==> config.mk <==
export PLATFORM = sky130hd
export DESIGN_NAME = piso_tx
export DESIGN_NICKNAME = d
export VERILOG_FILES = /design/src/rtl/piso_pkg.sv /design/src/rtl/piso_tx.sv
export SDC_FILE = /design/constraint.sdc
export NUM_CORES = 1
export LEC_CHECK = 0
export BUFFER_PORTS_ARGS = -buffer_cell sky130_fd_sc_hd__buf_2
export CORE_AREA = 2 2 39 41
export DETAILED_ROUTE_END_ITERATION = 10
export DIE_AREA = 0 0 41 43
export HOLD_SLACK_MARGIN = 0.06
export PLACE_DENSITY = 0.55
export SYNTH_ARGS = -nofsm -noshare
export SYNTH_HDL_FRONTEND = slang
export SYNTH_SLANG_ARGS = --single-unit
==> constraint.sdc <==
create_clock -name clk -period 3.15 [get_ports clk]
set_input_delay 0.63 -clock clk [delete_from_list [all_inputs] [get_ports clk]]
set_output_delay 0.63 -clock clk [all_outputs]
set_load 0.005 [all_outputs]
==> src/rtl/piso_pkg.sv <==
// Shared types for the piso_tx transmitter and receiver-side loopback benches.
package piso_pkg;

  typedef enum logic [1:0] {
    IDLE   = 2'd0,
    SHIFT  = 2'd1,
    PARITY = 2'd2
  } piso_state_t;

  localparam int PISO_WIDTH_DEF = 4;

endpackage

==> src/rtl/piso_tx.sv <==
// Parallel-in serial-out transmitter: valid/ready word load, one bit per clock, gapless streaming.
// Optional even-parity trailer cycle when PISO_TX_PARITY_EN is defined.
module piso_tx
  import piso_pkg::*;
#(
  parameter int WIDTH     = PISO_WIDTH_DEF,
  parameter bit MSB_FIRST = 1'b1
) (
  input  logic             clk,
  input  logic             reset,
  input  logic [WIDTH-1:0] data_in,
  input  logic             load_valid,
  output logic             load_ready,
  output logic             serial_out,
  output logic             frame_valid,
  output logic             last_bit,
  output piso_state_t      dbg_state
);

  localparam int CW = $clog2(WIDTH);
  localparam logic [CW-1:0] LAST_CNT = CW'(WIDTH - 1);

  // Handshake: a word moves when load_valid && load_ready at a rising edge;
  // the source must hold data_in stable until then, and data_in is ignored otherwise.
  piso_state_t      r_state;
  logic [WIDTH-2:0] r_shift;
  logic [CW-1:0]    r_cnt;
  logic             r_serial;
  logic             r_fv;
  logic             r_last;
`ifdef PISO_TX_PARITY_EN
  logic             r_parity;
`endif

  logic             w_last_data;
  logic             w_ready_state;
  logic             w_accept;
  logic             w_first_bit;
  logic [WIDTH-2:0] w_rest;
  logic             w_next_bit;
  logic [WIDTH-2:0] w_shifted;

  assign w_last_data = (r_state == SHIFT) && (r_cnt == LAST_CNT);
`ifdef PISO_TX_PARITY_EN
  assign w_ready_state = (r_state == IDLE) || (r_state == PARITY);
`else
  assign w_ready_state = (r_state == IDLE) || w_last_data;
`endif
  assign load_ready = !reset && w_ready_state;
  assign w_accept   = load_valid && load_ready;

  // The first bit goes straight to serial_out; the shift register only holds what remains.
  assign w_first_bit = MSB_FIRST ? data_in[WIDTH-1]   : data_in[0];
  assign w_rest      = MSB_FIRST ? data_in[WIDTH-2:0] : data_in[WIDTH-1:1];
  assign w_next_bit  = MSB_FIRST ? r_shift[WIDTH-2]   : r_shift[0];
  assign w_shifted   = MSB_FIRST ? (r_shift << 1)     : (r_shift >> 1);

  always_ff @(posedge clk) begin
    if (reset) begin
      r_state  <= IDLE;
      r_shift  <= '0;
      r_cnt    <= '0;
      r_serial <= 1'b0;
      r_fv     <= 1'b0;
      r_last   <= 1'b0;
`ifdef PISO_TX_PARITY_EN
      r_parity <= 1'b0;
`endif
    end else if (w_accept) begin
      r_state  <= SHIFT;
      r_shift  <= w_rest;
      r_cnt    <= '0;
      r_serial <= w_first_bit;
      r_fv     <= 1'b1;
      r_last   <= 1'b0;
`ifdef PISO_TX_PARITY_EN
      r_parity <= ^data_in;
`endif
    end else begin
      case (r_state)
        SHIFT: begin
          if (r_cnt == LAST_CNT) begin
`ifdef PISO_TX_PARITY_EN
            r_state  <= PARITY;
            r_serial <= r_parity;
            r_fv     <= 1'b1;
            r_last   <= 1'b1;
`else
            r_state  <= IDLE;
            r_cnt    <= '0;
            r_serial <= 1'b0;
            r_fv     <= 1'b0;
            r_last   <= 1'b0;
`endif
          end else begin
            r_serial <= w_next_bit;
            r_shift  <= w_shifted;
            r_cnt    <= r_cnt + CW'(1);
`ifdef PISO_TX_PARITY_EN
            r_last   <= 1'b0;
`else
            r_last   <= ((r_cnt + CW'(1)) == LAST_CNT);
`endif
          end
        end
        default: begin
          // IDLE, or the parity cycle ending without a follow-on word
          r_state  <= IDLE;
          r_cnt    <= '0;
          r_serial <= 1'b0;
          r_fv     <= 1'b0;
          r_last   <= 1'b0;
        end
      endcase
    end
  end

  assign serial_out  = r_serial;
  assign frame_valid = r_fv;
  assign last_bit    = r_last;
  assign dbg_state   = r_state;

endmodule

==> run metrics, run 1 <==
Die ar. 1760 sq um; routability cong. 0.651; DR WL/cell 9.07 um; max incr delay on CP 320 ps; initial core utilization 27.0%; vias in the first global route 235; Post-DRT Antenna Nets 0; CP Cell Sequence ha_1 -> and2b_1 -> nor2_1 -> buf_2; num rows 14; Sum Neg Setup Slack 0 ps; clock buffer depth 2; worst setup path class flop to output port; Multi-input gate area 168 sq um; Final min period 1820 ps; share of layout cells above drive strength 1 44.4%; Worst-path clk slew 50 ps; Syn Nets 45; Worst Skew 3.04 ps; global route overflow 0; core area 1380 sq um; DRC violations left 0; Seq/Total Area, Yosys 42.8%; final setup vio count 0; Critical Path RT 2520 ps; Syn Std Cell Area 374 sq um; Post-Syn Area per Cell 10.4 sq um; Setup Buffers After CTS 0; clock sinks 8; H-tree levels 1; CTS Hold Buffers Added 0; Max Cap Violations 0; unrepaired setup endpoints after global routing false; clk_lat worst skew 250 ps; drt initial violations 4; routed via count 266; post_cts resized 0; leakage 0.199 nW; CTS tree yes; area delta synth->final 14.7%; Worst Hold Path Cells 1; first-pass GRT wire length 972 um; Mapped Cells 36; DR pass1 iterations 2; worst min-delay path class flop to flop; R2R cell count 4; count of state elements after synthesis 8; Fin. Hold Viols 0; Total Routing Usage GR 9.37%; Die Width 41 um; I/O pin count 13; Seq. cell area 160 sq um; PortBufs 11; status finished clean; CP arrival 1190 ps; cts bufs inserted 3; worst hold margin 461 ps; crit start category flop; Netlist cell types 18; Detail Placement HPWL 426 um; WP buf/inv 1; delay-heaviest family, CP flip-flops; initial antenna violation count 0; Die Height 43 um; final net count 56; Critical-path top delay cell dfxtp_1; Tcrit/Tclk final 57.8%; Max Fclk 550 MHz; Slew Limit Fails 0; Setup crit end kind output port; # fillers 140; Peak VDD IR 0.311 mV; largest net degree at the start of global routing 10; PD cells 494 nW/um^2; CP Max Fanout 4; critical path depth in cells 4; via/cell ratio 4.36; DRT Wirelength 553 um; Ys Warns 0; CTS root buffer clkbuf_4; antenna cell count 0
==> registers in the layout, indices dropped and copies added, names as in the netlist <==
signal	flops
dbg_state	1
last_bit	1
r_cnt	2
r_shift	3
serial_out	1
==> layout by cell type, fill, tap and decap left out, types with 2 or more instances in the layout <==
master and count:
clkbuf_4 3, nor2_1 3, a211oi_2 2, buf_2 11, nor2_2 2, dfxtp_1 8, nor3_1 3, ha_1 2
mux2i_1 3
==> layout make-up <==
class | count | share of cell area, %
Multi-Input combinational cell | 22 | 39.1
Sequential cell | 8 | 37.3
Timing Repair Buffer | 11 | 12.8
Clock buffer | 3 | 5.25
Tap cell | 16 | 4.66
Inverter | 1 | 0.875
==> routing by layer <==
metal / GRT usage [%] / wire (um) / vias to the layer above
met5: 0 / 0 / -
met3: 9.42 / 59 / 2
met1: 10.7 / 278 / 117
met4: 6.00 / 9 / 0
li1: - / - / 134
met2: 10.3 / 205 / 13
==> kinds of logic after synthesis <==
| family | synth area share, % |
|---|---|
| AO/OA/AOI/OAI | 8.02 |
| adder cells (fa/ha/maj) | 6.69 |
| buffers and inverters | 12.4 |
| flip-flops | 42.8 |
| multiplexers | 8.03 |
| other | 1.00 |
| AND/OR/NAND/NOR | 21.1 |
==> worst register-to-register path, delay by kind of cell, from the launching register on <==
kind | cells | cell delay, ps
flip-flops | 1 | 320
adder cells (fa/ha/maj) | 1 | 190
AND/OR/NAND/NOR | 2 | 500
AO/OA/AOI/OAI | 1 | 50
==> power breakdown <==
group          internal, W  switching [W]
registers         0.000107     0.00000309
clock network    0.0000434      0.0000326
logic            0.0000120      0.0000140
==> cell usage after synthesis, drive strengths merged <==
master,number,area (sq um)
dfxtp,8,160
nor2,5,23.8
buf,4,37.5
mux2i,3,30.0
nor3,3,15.0
a211oi,2,25.0
ha,2,25.0
a21oi,1,5.00
and2b,1,7.51
clkbuf,1,5.00
conb,1,3.75
inv,1,3.75
nand2,1,3.75
nand2b,1,6.26
nand3,1,10.0
nor3b,1,12.5
==> worst paths after layout <==
kind,from,end,slack (ps)
worst max register to register,r_cnt[0]$_SDFF_PP0_,r_shift[1]$_SDFFE_PP0P_,1960
worst max-delay path,r_cnt[0]$_SDFF_PP0_,load_ready,1330
worst min register to register,r_cnt[0]$_SDFF_PP0_,r_cnt[0]$_SDFF_PP0_,460
worst min-delay path,r_cnt[0]$_SDFF_PP0_,r_cnt[0]$_SDFF_PP0_,460
==> through the flow <==
step | util, % | cells | power (W) | cell area [sq um] | worst slack (ps)
2_1_floorplan | - | 36 | 0.000134 | 374 | 1600
3_3_place_gp | 29.4 | 58 | 0.000138 | 407 | 1520
3_5_place_dp | 29.4 | 58 | 0.000139 | 407 | 1500
4_1_cts | 31.0 | 61 | 0.000215 | 429 | 1310
5_1_grt | 31.0 | 61 | 0.000232 | 429 | 1240
6_report | 31.0 | 61 | 0.000212 | 429 | 1330
Note: power is estimated with default switching activity, not from simulation.
==> run 2, diff against run 1 <==
Clock period 3.15 ns to 1.8 ns, I/O delays scaled along.
==> run metrics, run 2 (synthesis gave the netlist of run 1 again) <==
crit start category flop; setup slack after layout 249 ps (-1080 ps); Peak VDD IR 0.354 mV (+14%); final net count 56 (unchanged); max FFs per register 3 (unchanged); Multi-input gate area 168 sq um (unchanged); first-pass GRT wire length 897 um (-7.7%); Net Sw Power 0.0000908 W (+83%); Die Height 43 um (unchanged); Post-Place Setup Slack 515 ps (-983 ps); largest net degree at the start of global routing 10 (unchanged); Fin. Hold Viols 0 (unchanged); top flop regs r_shift x3, r_cnt x2; CP arrival 1190 ps (about the same); CTS Hold Buffers Added 0 (unchanged); worst min-delay path class input pin to flop; Setup crit end kind output port; CTS tree yes; Hold Crit Start data_in[3]; Setup Buffers After CTS 0 (unchanged); combinational power share 12.0% (-0.3 points); drt initial violations 5 (+1); DR WL/cell 9.39 um (+3.6%); internal power 0.000284 W (+75%); FF-to-FF setup slack 610 ps (-1350 ps); DRC violations left 0 (unchanged); Post-DRT Antenna Nets 0 (unchanged); Sum Neg Setup Slack 0 ps (unchanged); initial antenna violation count 0 (unchanged); via/cell ratio 4.15 (-4.9%); register share of total power 51.3% (-0.6 points); leakage 0.199 nW (unchanged); Die Width 41 um (unchanged); sw frac 24.2% (+0.81 points); clock share of power 36.8% (+0.9 points); Die ar. 1760 sq um (unchanged); clock sinks 8 (unchanged); Total Routing Usage GR 8.34% (-1.0 points); crit path from r_cnt[0]$_SDFF_PP0_; global route overflow 0 (unchanged); cts bufs inserted 3 (unchanged); core area 1380 sq um (unchanged); status finished clean; Max Fclk 645 MHz; PortBufs 11 (unchanged); worst setup path class flop to output port; reg2reg end r_shift[1]$_SDFFE_PP0P_; Final min period 1550 ps; # fillers 159 (+14%); num rows 14 (unchanged); Top reg by flops r_shift; most frequent cells in the layout buf_2, dfxtp_1; DRT Wirelength 573 um (+3.6%); Max Cap Violations 0 (unchanged); routed via count 253 (-4.9%); area delta synth->final 14.7% (unchanged); CP Max Fanout 4 (unchanged); unrepaired setup endpoints after global routing false; Tcrit/Tclk final 86.2%; PD cells 873 nW/um^2 (+77%); Worst Skew 1.03 ps (-2.01 ps); H-tree levels 1 (unchanged); antenna cell count 0 (unchanged); vias in the first global route 228 (-3.0%); R2R cell count 4 (unchanged); Worst-path clk slew 60 ps (about the same); clk_lat worst skew 250 ps (about the same); Seq. cell area 160 sq um (unchanged); leading cell type in the layout, fill and taps excluded buf_2; I/O pin count 13 (unchanged); routability cong. 0.578 (-11%); Crit Reg-Reg Startpoint r_cnt[0]$_SDFF_PP0_; crit path to load_ready; initial core utilization 27.0% (unchanged); CTS root buffer clkbuf_4; post_cts resized 0 (unchanged); final setup vio count 0 (unchanged); DR pass1 iterations 2 (unchanged); Critical Path RT 1440 ps (-1080 ps); share of layout cells above drive strength 1 44.4% (unchanged); Slew Limit Fails 0 (unchanged); clock buffer depth 2 (unchanged)
[run 2: cell counts in the layout (fill, tap and decap cells not counted)]
No cell type changed its count.
[run 2: worst min-delay path by stage]
stage                            end  slack [ps]  cells after the start
3_5_place_dp   serial_out$_SDFF_PP0_         450                      2
4_1_cts        serial_out$_SDFF_PP0_         360                      3
2_1_floorplan    r_cnt[0]$_SDFF_PP0_         430                      1
5_1_grt        serial_out$_SDFF_PP0_         380                      3
3_3_place_gp     r_cnt[0]$_SDFF_PP0_         440                      1
6_report       serial_out$_SDFF_PP0_         370                      3
[run 2: final cells by class]
class	instances	share of cell area [%]
multi-input combinational	22	39.1
sequential	8	37.3
timing repair buffer	11	12.8
clock buffer	3	5.25
tap	16	4.66
inverter	1	0.875
[run 2: through the flow]
stage / instances / total power (W) / instance area, sq um / util, % / hold slack, ps
6_report: 61 / 0.000375 / 429 / 31.0 / 370
5_1_grt: 61 / 0.000399 / 429 / 31.0 / 383
4_1_cts: 61 / 0.000382 / 429 / 31.0 / 364
3_5_place_dp: 58 / 0.000242 / 407 / 29.4 / 452
3_3_place_gp: 58 / 0.000241 / 407 / 29.4 / 440
2_1_floorplan: 36 / 0.000235 / 374 / - / 429
[run 2: worst max-delay path: stages, from the launching register on]
cell and delay, ps:
dfxtp_1 320, ha_1 200, and2b_1 250, nor2_1 50, buf_2 120
[run 2: power groups by stage]
| stage | combinational [W] | clock, W | sequential (W) |
|---|---|---|---|
| finish | 0.0000448 | 0.000138 | 0.000192 |
| detailed placement | 0.0000457 | 0 | 0.000196 |
| global placement | 0.0000456 | 0 | 0.000196 |
| global route | 0.0000517 | 0.000154 | 0.000194 |
| CTS | 0.0000457 | 0.000144 | 0.000192 |
| floorplan | 0.0000395 | 0 | 0.000196 |
[run 2: per-layer routing]
metal	part of all wire, %	vias up	GRT usage [%]
li1	-	132	-
met1	52	109	11.3
met2	39	10	8.44
met3	7.3	2	3.14
met4	1.2	0	10.0
met5	0	-	0
==> run 3, diff against run 2 <==
Settings changed: PLACE_DENSITY 0.55 to unset, PLACE_DENSITY_LB_ADDON set to 0.08.
==> run metrics, run 3 (synthesis gave the netlist of run 1 again) <==
CP arrival 1200 ps (about the same); core area 1380 sq um (unchanged); max incr delay on CP 320 ps (about the same); CTS root buffer clkbuf_4; Sum Neg Setup Slack 0 ps (unchanged); post_cts resized 0 (unchanged); CTS Hold Buffers Added 0 (unchanged); Non-Filler Instances 61 (unchanged); fin area 429 sq um (unchanged); PD cells 865 nW/um^2 (-0.91%); worst setup path class flop to output port; CP Max Fanout 4 (unchanged); Max Cap Violations 0 (unchanged); Tcrit/Tclk final 86.6% (+0.43 points); final setup vio count 0 (unchanged); crit start category flop; Critical Path RT 1440 ps (about the same); clock buffer depth 2 (unchanged); DR pass1 iterations 2 (unchanged); worst min-delay path class input pin to flop; global route overflow 0 (unchanged); first-pass GRT wire length 890 um (-0.78%); Post-DRT Antenna Nets 0 (unchanged); FF-to-FF setup slack 590 ps (-20 ps); DP Area 407 sq um (unchanged); # fillers 144 (-9.4%); Die Height 43 um (unchanged); Slew Limit Fails 0 (unchanged); CTS tree yes; largest net degree at the start of global routing 10 (unchanged); Worst Hold Path Cells 3 (unchanged); clk_lat worst skew 250 ps (about the same); via/cell ratio 4.39 (+5.9%); I/O pin count 13 (unchanged); Critical-path top delay cell dfxtp_1; cts bufs inserted 3 (unchanged); Fin. Hold Viols 0 (unchanged); WP buf/inv 1 (unchanged); drt initial violations 1 (-4); WHS Endpoint serial_out$_SDFF_PP0_; area delta synth->final 14.7% (unchanged); DR WL/cell 9.95 um (+5.9%); Total Routing Usage GR 7.95% (-0.39 points); initial core utilization 27.0% (unchanged); unrepaired setup endpoints after global routing false; num rows 14 (unchanged); Die ar. 1760 sq um (unchanged); routed via count 268 (+5.9%); initial antenna violation count 0 (unchanged); Final min period 1560 ps (+7.71 ps); most frequent cells in the layout buf_2, dfxtp_1; CP Cell Sequence ha_1 -> and2b_1 -> nor2_1 -> buf_2; leading cell type in the layout, fill and taps excluded buf_2; Crit Reg-Reg Startpoint r_cnt[0]$_SDFF_PP0_; status finished clean; Max Fclk 642 MHz (-0.49%); Hold Crit Start data_in[3]; Inst Count DP 58 (unchanged); delay-heaviest family, CP flip-flops; PortBufs 11 (unchanged); critical path depth in cells 4 (unchanged); Detail Placement HPWL 488 um; vias in the first global route 201 (-12%); Worst Skew 0.836 ps (-0.198 ps); Setup Buffers After CTS 0 (unchanged); Top reg by flops r_shift; clock sinks 8 (unchanged); top flop regs r_shift x3, r_cnt x2; Setup crit end kind output port; Peak VDD IR 0.288 mV (-19%); Worst-path clk slew 50 ps (about the same); antenna cell count 0 (unchanged); routability cong. 0.672 (+16%); reg2reg end r_shift[2]$_SDFFE_PP0P_; share of layout cells above drive strength 1 44.4% (unchanged); Die Width 41 um (unchanged); max FFs per register 3 (unchanged); R2R cell count 4 (unchanged); final net count 56 (unchanged); DRT Wirelength 607 um (+5.9%); H-tree levels 1 (unchanged); leakage 0.199 nW (unchanged); DRC violations left 0 (unchanged)
==> run 3: cell counts in the layout (fill, tap and decap cells not counted) <==
Identical to the previous run, type by type.
==> run 3: final cells by class <==
class / instances / area (sq um) / area share (%)
Sequential cell: 8 / 160 / 37.3
Clock buffer: 3 / 22.5 / 5.25
Inverter: 1 / 3.75 / 0.875
Timing Repair Buffer: 11 / 55.1 / 12.8
Multi-Input combinational cell: 22 / 168 / 39.1
Tap cell: 16 / 20.0 / 4.66
==> run 3: stage by stage <==
stage	utilization [%]	hold slack [ps]	worst slack, ps	total power (W)
after floorplan	-	429	660	0.000235
after global placement	29.4	447	521	0.000242
after detailed placement	29.4	458	491	0.000243
after CTS	31.0	376	217	0.000380
after global routing	31.0	377	159	0.000398
final	31.0	377	241	0.000371
==> run 3: worst register-to-register path: cells and delay by family, from the launching register on <==
kind | cells | cell delay [ps]
compound gates | 1 | 50
fa+ha+maj | 1 | 200
simple gates | 2 | 500
flops | 1 | 320
==> run 3: worst max path at each step <==
| stage | from | to |
|---|---|---|
| 3_5_place_dp | r_cnt[0]$_SDFF_PP0_ | load_ready |
| 3_3_place_gp | r_cnt[0]$_SDFF_PP0_ | load_ready |
| 5_1_grt | r_cnt[0]$_SDFF_PP0_ | load_ready |
| 2_1_floorplan | r_cnt[0]$_SDFF_PP0_ | load_ready |
| 6_report | r_cnt[0]$_SDFF_PP0_ | load_ready |
| 4_1_cts | r_cnt[0]$_SDFF_PP0_ | load_ready |
==> run 3: report_power, final <==
part / internal [W] / total [W] / leakage [nW] / switching, W
Sequential: 0.000187 / 0.000192 / 0.0658 / 0.00000531
Clock: 0.0000761 / 0.000134 / 0.0138 / 0.0000579
Combinational: 0.0000209 / 0.0000453 / 0.120 / 0.0000243
==> run 3: layer usage <==
metal	vias up	share of wire, %	GRT usage [%]	wire (um)
met3	0	8.6	4.71	52
li1	136	-	-	-
met2	10	43	8.44	261
met5	-	0	0	0
met4	0	0	6.00	0
met1	122	48	11.0	292
